$ cat src/rtl/time_keeper.sv
// 12-hour real-time clock with a button-driven edit FSM for hour, minute, AM/PM and feed duration.
// Optional cursor blink is enabled by defining TIME_BLINK_EN.
module time_keeper #(
    parameter int TICKS_PER_SEC = 25000000,
    parameter int BLINK_TICKS   = 6250000
) (
    input  logic        clk,
    input  logic        reset,
    input  logic        edit_en,
    input  logic        btn_up,
    input  logic        btn_down,
    input  logic        btn_sel,
    output logic [7:0]  hour,
    output logic [7:0]  min,
    output logic        ampm,
    output logic [31:0] dur,
    output logic [1:0]  field,
    output logic        editing,
    output logic        min_tick,
    output logic        blink
);

    typedef enum logic [2:0] {RUN, E_HOUR, E_MIN, E_AMPM, E_DUR} state_t;

    localparam logic [31:0] TICK_LAST  = 32'(TICKS_PER_SEC - 1);
    localparam logic [31:0] BLINK_LAST = 32'(BLINK_TICKS - 1);

    function automatic logic [3:0] hour_inc(input logic [3:0] h);
        return (h == 4'd12) ? 4'd1 : h + 4'd1;
    endfunction

    function automatic logic [3:0] hour_dec(input logic [3:0] h);
        return (h == 4'd1) ? 4'd12 : h - 4'd1;
    endfunction

    function automatic logic [3:0] dur_up(input logic [3:0] d);
        case (d)
            4'd5:    return 4'd8;
            4'd8:    return 4'd11;
            default: return 4'd5;
        endcase
    endfunction

    function automatic logic [3:0] dur_dn(input logic [3:0] d);
        case (d)
            4'd5:    return 4'd11;
            4'd11:   return 4'd8;
            default: return 4'd5;
        endcase
    endfunction

    state_t      state_r, state_nxt_s;
    logic        up_prev_r, dn_prev_r, sel_prev_r, edit_prev_r;
    logic        up_raw_s, dn_raw_s, up_p_s, dn_p_s, sel_p_s, edit_rise_s, act_s;
    logic [31:0] tick_r;
    logic [5:0]  sec_r;
    logic [3:0]  hour_r;
    logic [5:0]  min_r;
    logic        ampm_r;
    logic [3:0]  dur_r;
    logic [1:0]  field_r;
    logic        editing_r;
    logic        min_tick_r;

    // Rising-edge detection; sel beats up/down, up with down cancels out
    always_comb begin
        up_raw_s    = btn_up & ~up_prev_r;
        dn_raw_s    = btn_down & ~dn_prev_r;
        sel_p_s     = btn_sel & ~sel_prev_r;
        up_p_s      = up_raw_s & ~dn_raw_s & ~sel_p_s;
        dn_p_s      = dn_raw_s & ~up_raw_s & ~sel_p_s;
        edit_rise_s = edit_en & ~edit_prev_r;
        act_s       = (state_r != RUN) & edit_en;
    end

    // Button and edit_en history registers
    always_ff @(posedge clk) begin
        if (reset) begin
            up_prev_r   <= 1'b0;
            dn_prev_r   <= 1'b0;
            sel_prev_r  <= 1'b0;
            edit_prev_r <= 1'b0;
        end else begin
            up_prev_r   <= btn_up;
            dn_prev_r   <= btn_down;
            sel_prev_r  <= btn_sel;
            edit_prev_r <= edit_en;
        end
    end

    // Next-state logic; leaving edit mode overrides any same-cycle press
    always_comb begin
        state_nxt_s = state_r;
        case (state_r)
            RUN:     if (edit_rise_s) state_nxt_s = E_HOUR; else state_nxt_s = RUN;
            E_HOUR:  if (!edit_en) state_nxt_s = RUN; else if (sel_p_s) state_nxt_s = E_MIN;  else state_nxt_s = E_HOUR;
            E_MIN:   if (!edit_en) state_nxt_s = RUN; else if (sel_p_s) state_nxt_s = E_AMPM; else state_nxt_s = E_MIN;
            E_AMPM:  if (!edit_en) state_nxt_s = RUN; else if (sel_p_s) state_nxt_s = E_DUR;  else state_nxt_s = E_AMPM;
            E_DUR:   if (!edit_en) state_nxt_s = RUN; else if (sel_p_s) state_nxt_s = E_HOUR; else state_nxt_s = E_DUR;
            default: state_nxt_s = RUN;
        endcase
    end

    // State register plus cursor/editing outputs lagging the state by one cycle
    always_ff @(posedge clk) begin
        if (reset) begin
            state_r   <= RUN;
            field_r   <= 2'd0;
            editing_r <= 1'b0;
        end else begin
            state_r   <= state_nxt_s;
            editing_r <= (state_r != RUN);
            case (state_r)
                E_MIN:   field_r <= 2'd1;
                E_AMPM:  field_r <= 2'd2;
                E_DUR:   field_r <= 2'd3;
                default: field_r <= 2'd0;
            endcase
        end
    end

    // Timekeeping in RUN; counters frozen at zero around and during edit
    always_ff @(posedge clk) begin
        if (reset) begin
            tick_r     <= 32'd0;
            sec_r      <= 6'd0;
            hour_r     <= 4'd12;
            min_r      <= 6'd0;
            ampm_r     <= 1'b0;
            dur_r      <= 4'd5;
            min_tick_r <= 1'b0;
        end else begin
            min_tick_r <= 1'b0;
            if ((state_r != RUN) || (state_nxt_s != RUN)) begin
                tick_r <= 32'd0;
                sec_r  <= 6'd0;
                if (act_s) begin
                    case (state_r)
                        E_HOUR: if (up_p_s) hour_r <= hour_inc(hour_r);
                                else if (dn_p_s) hour_r <= hour_dec(hour_r);
                        E_MIN:  if (up_p_s) min_r <= (min_r == 6'd59) ? 6'd0 : min_r + 6'd1;
                                else if (dn_p_s) min_r <= (min_r == 6'd0) ? 6'd59 : min_r - 6'd1;
                        E_AMPM: if (up_p_s | dn_p_s) ampm_r <= ~ampm_r;
                        E_DUR:  if (up_p_s) dur_r <= dur_up(dur_r);
                                else if (dn_p_s) dur_r <= dur_dn(dur_r);
                        default: ;
                    endcase
                end
            end else if (tick_r == TICK_LAST) begin
                tick_r <= 32'd0;
                if (sec_r == 6'd59) begin
                    sec_r      <= 6'd0;
                    min_tick_r <= 1'b1;
                    if (min_r == 6'd59) begin
                        min_r  <= 6'd0;
                        hour_r <= hour_inc(hour_r);
                        if (hour_r == 4'd11) ampm_r <= ~ampm_r;
                    end else begin
                        min_r <= min_r + 6'd1;
                    end
                end else begin
                    sec_r <= sec_r + 6'd1;
                end
            end else begin
                tick_r <= tick_r + 32'd1;
            end
        end
    end

`ifdef TIME_BLINK_EN
    logic [31:0] blink_cnt_r;
    logic        blink_r;

    // Blink phase; any value change or entry to the hour field restarts it solid
    always_ff @(posedge clk) begin
        if (reset) begin
            blink_cnt_r <= 32'd0;
            blink_r     <= 1'b1;
        end else if ((state_r == RUN) || !edit_en ||
                     (act_s && (up_p_s || dn_p_s)) ||
                     (state_r == E_DUR && sel_p_s)) begin
            blink_cnt_r <= 32'd0;
            blink_r     <= 1'b1;
        end else if (blink_cnt_r == BLINK_LAST) begin
            blink_cnt_r <= 32'd0;
            blink_r     <= ~blink_r;
        end else begin
            blink_cnt_r <= blink_cnt_r + 32'd1;
        end
    end

    assign blink = blink_r;
`else
    assign blink = 1'b1 | (BLINK_LAST == 32'd0);
`endif

    assign hour     = {4'd0, hour_r};
    assign min      = {2'd0, min_r};
    assign ampm     = ampm_r;
    assign dur      = {28'd0, dur_r};
    assign field    = field_r;
    assign editing  = editing_r;
    assign min_tick = min_tick_r;

endmodule

$ cat config.mk
export PLATFORM = sky130hd
export DESIGN_NAME = time_keeper
export DESIGN_NICKNAME = d
export VERILOG_FILES = /design/src/rtl/time_keeper.sv
export SDC_FILE = /design/constraint.sdc
export NUM_CORES = 1
export LEC_CHECK = 0
export ABC_CLOCK_PERIOD_IN_PS = 6300
export BUFFER_PORTS_ARGS = -buffer_cell sky130_fd_sc_hd__buf_2
export CORE_UTILIZATION = 45
export CTS_BUF_LIST = sky130_fd_sc_hd__clkbuf_8 sky130_fd_sc_hd__clkbuf_16
export DETAILED_ROUTE_END_ITERATION = 12
export HOLD_SLACK_MARGIN = 0.02
export PLACE_DENSITY_LB_ADDON = 0.25
export RECOVER_POWER = 50
export SLEW_MARGIN = 20
export SYNTH_ARGS = -nofsm -noshare
export SYNTH_HDL_FRONTEND = slang
export SYNTH_SLANG_ARGS = --single-unit
export TNS_END_PERCENT = 20
$ cat constraint.sdc
create_clock -name clk -period 6.3 [get_ports clk]
set_input_delay 0.315 -clock clk [delete_from_list [all_inputs] [get_ports clk]]
set_output_delay 0.315 -clock clk [all_outputs]
set_load 0.02 [all_outputs]
==> impl_metrics.py, run 1 <==
metrics = {
    "outcome": {
        "outcome": "completed",
    },
    "synth": {
        "synth_edf_count": 0,
        "ys_warn_count": 0,
        "ys_ff_latch": 64,
        "syn_avg_cell_area_um2": 8.14,
        "synth_top_area_cell": "dfxtp_1",
        "netlist_instances": 444,
        "synth.top_cell.area_share_pct": 35.5,
        "syn-cell-area_um2": 3610,
        "yosys_most_used_dff": "dfxtp_1",
        "yosysUniqueCellTypes": 59,
        "yosysSeqAreaShare_pct": 35.5,
        "synth_area_leaders": "dfxtp_1 35%, buf_4 7.5%, nor2_1 6.7%",
        "async_flop_share_pct": 0,
    },
    "timing": {
        "fin_crit_ns": 2.55,
        "slew_violations": 0,
        "setup_violations": 0,
        "final_hold_viol_count": 0,
        "rsz0062_at_grt": "false",
        "fin_worst_skew_ns": 0.00818,
        "finalSetupTns_ns": 0,
        "worstMarginPinSlew_ns": 1.11,
        "fin_ws_ns": 3.75,
        "timing.fmax_mhz": 392,
        "timing.final.crit_share_pct": 40.5,
        "slew_headroom_pct": 26.0,
    },
    "global_route": {
        "grt_first_pass_wirelength_mm": 11.8,
        "grt_pass1_vias": 2574,
        "grt_max_degree": 33,
        "grt_antenna_before_repair": 0,
        "grtUsageTotal_pct": 17.6,
        "overflow": 0,
    },
    "drt": {
        "vias": 2984,
        "routed_wl_mm": 6.92,
        "drt_first_iter_violations": 174,
        "postRouteAntennaNets": 0,
        "drc": 0,
        "wire_per_inst_um": 12.3,
        "via_per_inst": 5.29,
        "firstDrtPassIters": 4,
    },
    "power": {
        "power.leakage_nw": 1.37,
        "ir_drop_mv": 0.107,
        "powerDensity_nw_per_um2": 211,
    },
    "clocking": {
        "numCtsBuffers": 9,
        "htreeDepth": 3,
        "cts_tree": "done",
        "cts_root_buffer": "clkbuf_8",
        "clk_latency_ns": 0.33,
        "clk_pin_slew_ns": 0.07,
        "cts_hold_buf": 0,
        "clk_path_buf_depth": 2,
        "post_cts_buffers": 0,
        "cts_resized": 0,
        "cts.sinks": 64,
    },
    "floorplanning": {
        "die-area_um2": 8390,
        "core_um2": 7730,
        "die_h_um": 91.6,
        "row_count": 32,
        "ios": 60,
        "chipWidth_um": 91.6,
        "start_util_pct": 46.7,
    },
    "worst_setup_path": {
        "required_ns": 6.48,
        "critical_path_peak_fanout": 9,
        "cp.arrival_ns": 2.74,
        "start_kind": "flop",
        "path_class": "flop to flop",
        "cp-end-kind": "flop",
    },
    "cells_and_area": {
        "final_nets": 473,
        "final_cell_mix": "64 x nor2_1, 64 x dfxtp_1, 35 x conb_1",
        "area_delta_synth_final_pct": 4.23,
        "diodes": 0,
        "drive_above_1_share_pct": 5.41,
        "nFillCells": 792,
    },
    "placed_design": {
        "post-dp-hpwl_mm": 4.77,
        "dp_slack_ns": 3.59,
        "place_congestion": 0.835,
        "portBuffers": 24,
    },
    "flow_run": {
        "cap_violations": 0,
    },
    "hold_path": {
        "worstHoldPathType": "input pin to flop",
    },
}
-- layer usage --
metal | up-vias | track usage, % | wire [µm]
met5 | - | 0 | 0
met4 | 0 | 7.67 | 100
met3 | 6 | 4.69 | 275
met2 | 74 | 26.1 | 3150
met1 | 1384 | 23.8 | 3400
li1 | 1520 | - | -
-- report_power, final --
part	leakage (nW)	switching, mW	internal, mW
Clock	0.0945	0.148	0.175
Combinational	0.755	0.0471	0.0142
Sequential	0.517	0.00319	0.408
-- stage by stage --
stage	total power [mW]	instances	hold slack (ns)	utilization [%]	area (µm²)
after floorplan	0.490	477	0.438	-	3740
after global placement	0.481	550	0.449	47.1	3640
after detailed placement	0.482	550	0.467	47.1	3640
after CTS	0.807	564	0.189	49.4	3810
after global routing	0.832	564	0.184	48.7	3760
final	0.796	564	0.204	48.7	3760
-- cells by family after synthesis --
logic type / after synthesis / share of synthesized area, %
AND/OR/NAND/NOR: 196 / 28.5
AO/OA/AOI/OAI: 72 / 13.3
buffers and inverters: 65 / 10.7
flip-flops: 64 / 35.5
XOR/XNOR: 36 / 8.73
adder cells (fa/ha/maj): 8 / 2.77
other: 2 / 0.208
multiplexers: 1 / 0.277
-- layout make-up --
| type | count | area, µm² | area share, % |
|---|---|---|---|
| multi-input cells | 348 | 2040 | 54.2 |
| flip-flops and latches | 64 | 1280 | 34.0 |
| repair buffers | 24 | 95.1 | 2.53 |
| clock inverters | 5 | 50.0 | 1.33 |
| clock buffers | 9 | 124 | 3.29 |
| inverters | 12 | 45.0 | 1.20 |
| well taps | 102 | 128 | 3.39 |
-- Yosys cell counts (2+ instances only) --
| library cell | number |
|---|---|
| dfxtp_1 | 64 |
| nor2_1 | 64 |
| buf_4 | 36 |
| nand3_1 | 26 |
| xor2_1 | 25 |
| nand2_1 | 24 |
| a21oi_1 | 18 |
| o21ai_0 | 14 |
| inv_1 | 12 |
| nor3_1 | 11 |
| xnor2_1 | 11 |
| a211oi_1 | 9 |
| clkbuf_1 | 9 |
| nor2b_1 | 9 |
| ha_1 | 8 |
| nand2b_1 | 8 |
| nand4_1 | 8 |
| nor4_1 | 8 |
| buf_2 | 7 |
| and3_1 | 6 |
| or3_1 | 6 |
| and4_1 | 5 |
| a221oi_1 | 3 |
| a31oi_1 | 3 |
| and2_1 | 3 |
| nor4b_1 | 3 |
| o211ai_1 | 3 |
| a211o_1 | 2 |
| a21o_1 | 2 |
| a31o_2 | 2 |
| conb_1 | 2 |
| nor3_2 | 2 |
| o21bai_1 | 2 |
| o311ai_0 | 2 |
| or2_2 | 2 |
| or4_1 | 2 |
-- path summary, 6_finish.rpt --
path / to / from / slack (ns) / depth (start not counted)
hold / removal: up_prev_r / btn_up / 0.20 / 2
setup / recovery: hour_r[3] / min_r[0] / 3.75 / 7
hold reg to reg: tick_r[0] / tick_r[0] / 0.48 / 1
setup reg to reg: hour_r[3] / min_r[0] / 3.75 / 7
-- worst max-delay path, cell delays in order, from the launching register on --
cell and delay, ns:
dfxtp_1 0.50, ha_1 0.30, nor2b_1 0.30, nand4_1 0.15, nor4_1 0.36, o22ai_1 0.31
a2111oi_0 0.42, a21oi_1 0.07
-- registers in the layout (all words and copies together) (netlist names), 2 cells and up --
signal,cells
tick_r,32
min_r,6
sec_r,6
dur_r,4
hour_r,4
state_r,3
field,2
Note: power is estimated with default switching activity, not from simulation.
==> run 2, diff against run 1 <==
Settings changed: ABC_CLOCK_PERIOD_IN_PS 6300 to 2300.
Clock period 6.3 ns to 2.3 ns, I/O delays scaled along.
==> run 2 against run 1 <==
Compared with the run above:
- non-clock buffer count increased by 25
- combinational power grew to 3.2 times the previous value
- highest routed layer unchanged
- core utilization up 3.2 points
- critical path depth shrank 1
- first-iteration DRC count down 34%
- register-to-register slack worse by 3.6 ns
==> impl_metrics.py, run 2 (same netlist as run 1, synthesis figures left out) <==
metrics = {
    "clocking": {
        "cts_root_buffer": "clkbuf_8",
        "clk_path_buf_depth": 2,
        "cts_tree": "done",
        "clk_pin_slew_ns": 0.07,
        "htreeDepth": 3,
        "cts.sinks": 64,
        "clk_latency_ns": 0.34,
        "numCtsBuffers": 9,
        "post_cts_buffers": 0,
    },
    "cells_and_area": {
        "nFillCells": 774,
        "largest-register": "tick_r",
        "fin_util_pct": 51.9,
        "final_cell_mix": "64 x nor2_1, 64 x dfxtp_1, 35 x conb_1",
        "drive_above_1_share_pct": 9.82,
        "reg_top3": "tick_r x32, min_r x6, sec_r x6",
        "finalInstanceArea_um2": 4010,
        "area_delta_synth_final_pct": 11.0,
        "instances_no_fill": 591,
        "largest_reg_flops": 32,
        "final_nets": 498,
        "diodes": 0,
    },
    "worst_setup_path": {
        "critPathBufInv": 0,
        "start_kind": "flop",
        "path_class": "flop to flop",
        "r2r_slack_ns": 0.14,
        "cp-end-kind": "flop",
        "ff2ff_path_depth": 6,
        "required_ns": 2.57,
        "timing.rr.start": "tick_r[0]",
        "slowest_delay_ns": 0.48,
        "r2r-end": "sec_r[5]",
        "cp.arrival_ns": 2.43,
        "crit_family": "simple AND/OR/NAND/NOR gates",
        "crit_path_top_delay_cell": "or4_1",
        "critical_path_peak_fanout": 6,
        "path_cells": "ha_1, and4_4, nand4_4, or3_4, or4_1, a21oi_1",
    },
    "outcome": {
        "outcome": "completed",
    },
    "timing": {
        "timing.fmax_mhz": 464,
        "fin_ws_ns": 0.145,
        "fin_worst_skew_ns": 0.00922,
        "finalSetupTns_ns": 0,
        "final_hold_viol_count": 0,
        "fin_crit_ns": 2.16,
        "setup_violations": 0,
        "slew_violations": 0,
        "timing.final.crit_share_pct": 93.7,
        "rsz0062_at_grt": "true",
        "hold_ws_ns": 0.0697,
    },
    "power": {
        "switching_share_pct": 24.7,
        "ir_drop_mv": 0.336,
        "power.share.clock_pct": 42.4,
        "internal-power_mw": 1.72,
        "pwr-share-seq_pct": 49.0,
        "pwr-share-comb_pct": 8.6,
        "powerDensity_nw_per_um2": 571,
        "power.switching_uw": 567,
        "power.leakage_nw": 1.51,
        "p_total_mw": 2.29,
    },
    "placed_design": {
        "dp_cells": 572,
        "dp_slack_ns": 0.0936,
        "dpl_cell_area_um2": 3820,
        "post-dp-hpwl_mm": 5.13,
        "place_congestion": 0.816,
        "portBuffers": 24,
    },
    "floorplanning": {
        "die_h_um": 91.6,
        "chipWidth_um": 91.6,
        "core_um2": 7730,
        "die-area_um2": 8390,
        "start_util_pct": 46.7,
        "ios": 60,
        "row_count": 32,
    },
    "hold_path": {
        "min_from": "edit_en",
        "holdPathEnd": "edit_prev_r",
        "worstHoldPathType": "input pin to flop",
        "hold_depth": 3,
    },
    "global_route": {
        "overflow": 0,
        "grt_antenna_before_repair": 0,
        "grt_first_pass_wirelength_mm": 12.6,
        "grtUsageTotal_pct": 18.8,
        "grt_pass1_vias": 2784,
        "grt_max_degree": 28,
    },
    "drt": {
        "firstDrtPassIters": 5,
        "drc": 0,
        "routed_wl_mm": 7.30,
        "postRouteAntennaNets": 0,
        "via_per_inst": 5.31,
        "drt_first_iter_violations": 115,
        "wire_per_inst_um": 12.4,
        "vias": 3137,
    },
    "flow_run": {
        "cap_violations": 0,
    },
}
run 2: cell count changes in the layout (fill, tap and decap cells not counted), moves of 2 or more:
| cell | before | now |
|---|---|---|
| clkbuf_8 | 9 | 11 |
| dlygate4sd3_1 | 0 | 3 |
| clkbuf_1 | 20 | 24 |
| clkinv_2 | 4 | 2 |
| buf_4 | 0 | 17 |
| inv_1 | 12 | 14 |
run 2: worst register-to-register path: cells and delay by family, from the launching register on:
kind            cells  cell delay, ns
fa+ha+maj           1            0.22
compound gates      1            0.14
simple gates        4            1.33
flops               1            0.39
run 2: worst max-delay path by stage:
stage | cells past startpoint | to | slack (ns) | from
6_report | 6 | sec_r[5] | 0.14 | tick_r[0]
5_1_grt | 7 | min_r[4] | -0.03 | tick_r[0]
4_1_cts | 7 | min_r[4] | 0.09 | tick_r[0]
3_5_place_dp | 7 | min_r[0] | 0.09 | tick_r[0]
3_3_place_gp | 7 | tick_r[3] | 0.23 | tick_r[0]
2_1_floorplan | 7 | hour_r[3] | 0.17 | min_r[1]
run 2: area by class of cell:
class                           count  area, µm²  share of cell area (%)
Clock buffer                       11        151                    3.78
Clock inverter                      5       47.5                    1.19
Inverter                           12       45.0                    1.12
Multi-Input combinational cell    348       2070                    51.6
Sequential cell                    64       1280                    32.0
Tap cell                          102        128                    3.18
Timing Repair Buffer               49        288                    7.18
run 2: power groups by stage:
stage	Clock, mW	Combinational, mW	Sequential, mW
5_1_grt	1.04	0.218	1.12
3_3_place_gp	0	0.194	1.15
3_5_place_dp	0	0.194	1.15
4_1_cts	0.997	0.199	1.12
2_1_floorplan	0	0.193	1.15
6_report	0.970	0.197	1.12
run 2: routing by layer:
metal	up-vias	wire length [µm]	GRT usage, %
met1	1479	3620	24.4
met3	5	331	5.28
met5	-	0	0
met4	0	74	7.28
li1	1566	-	-
met2	87	3280	29.3
run 2: repair_timing:
action | in CTS | in global routing
endpoints found under the hold margin | 3 | 0
endpoints found under the setup margin | 0 | 9
hold buffers | 3 | 0
gates resized for setup | 0 | 2
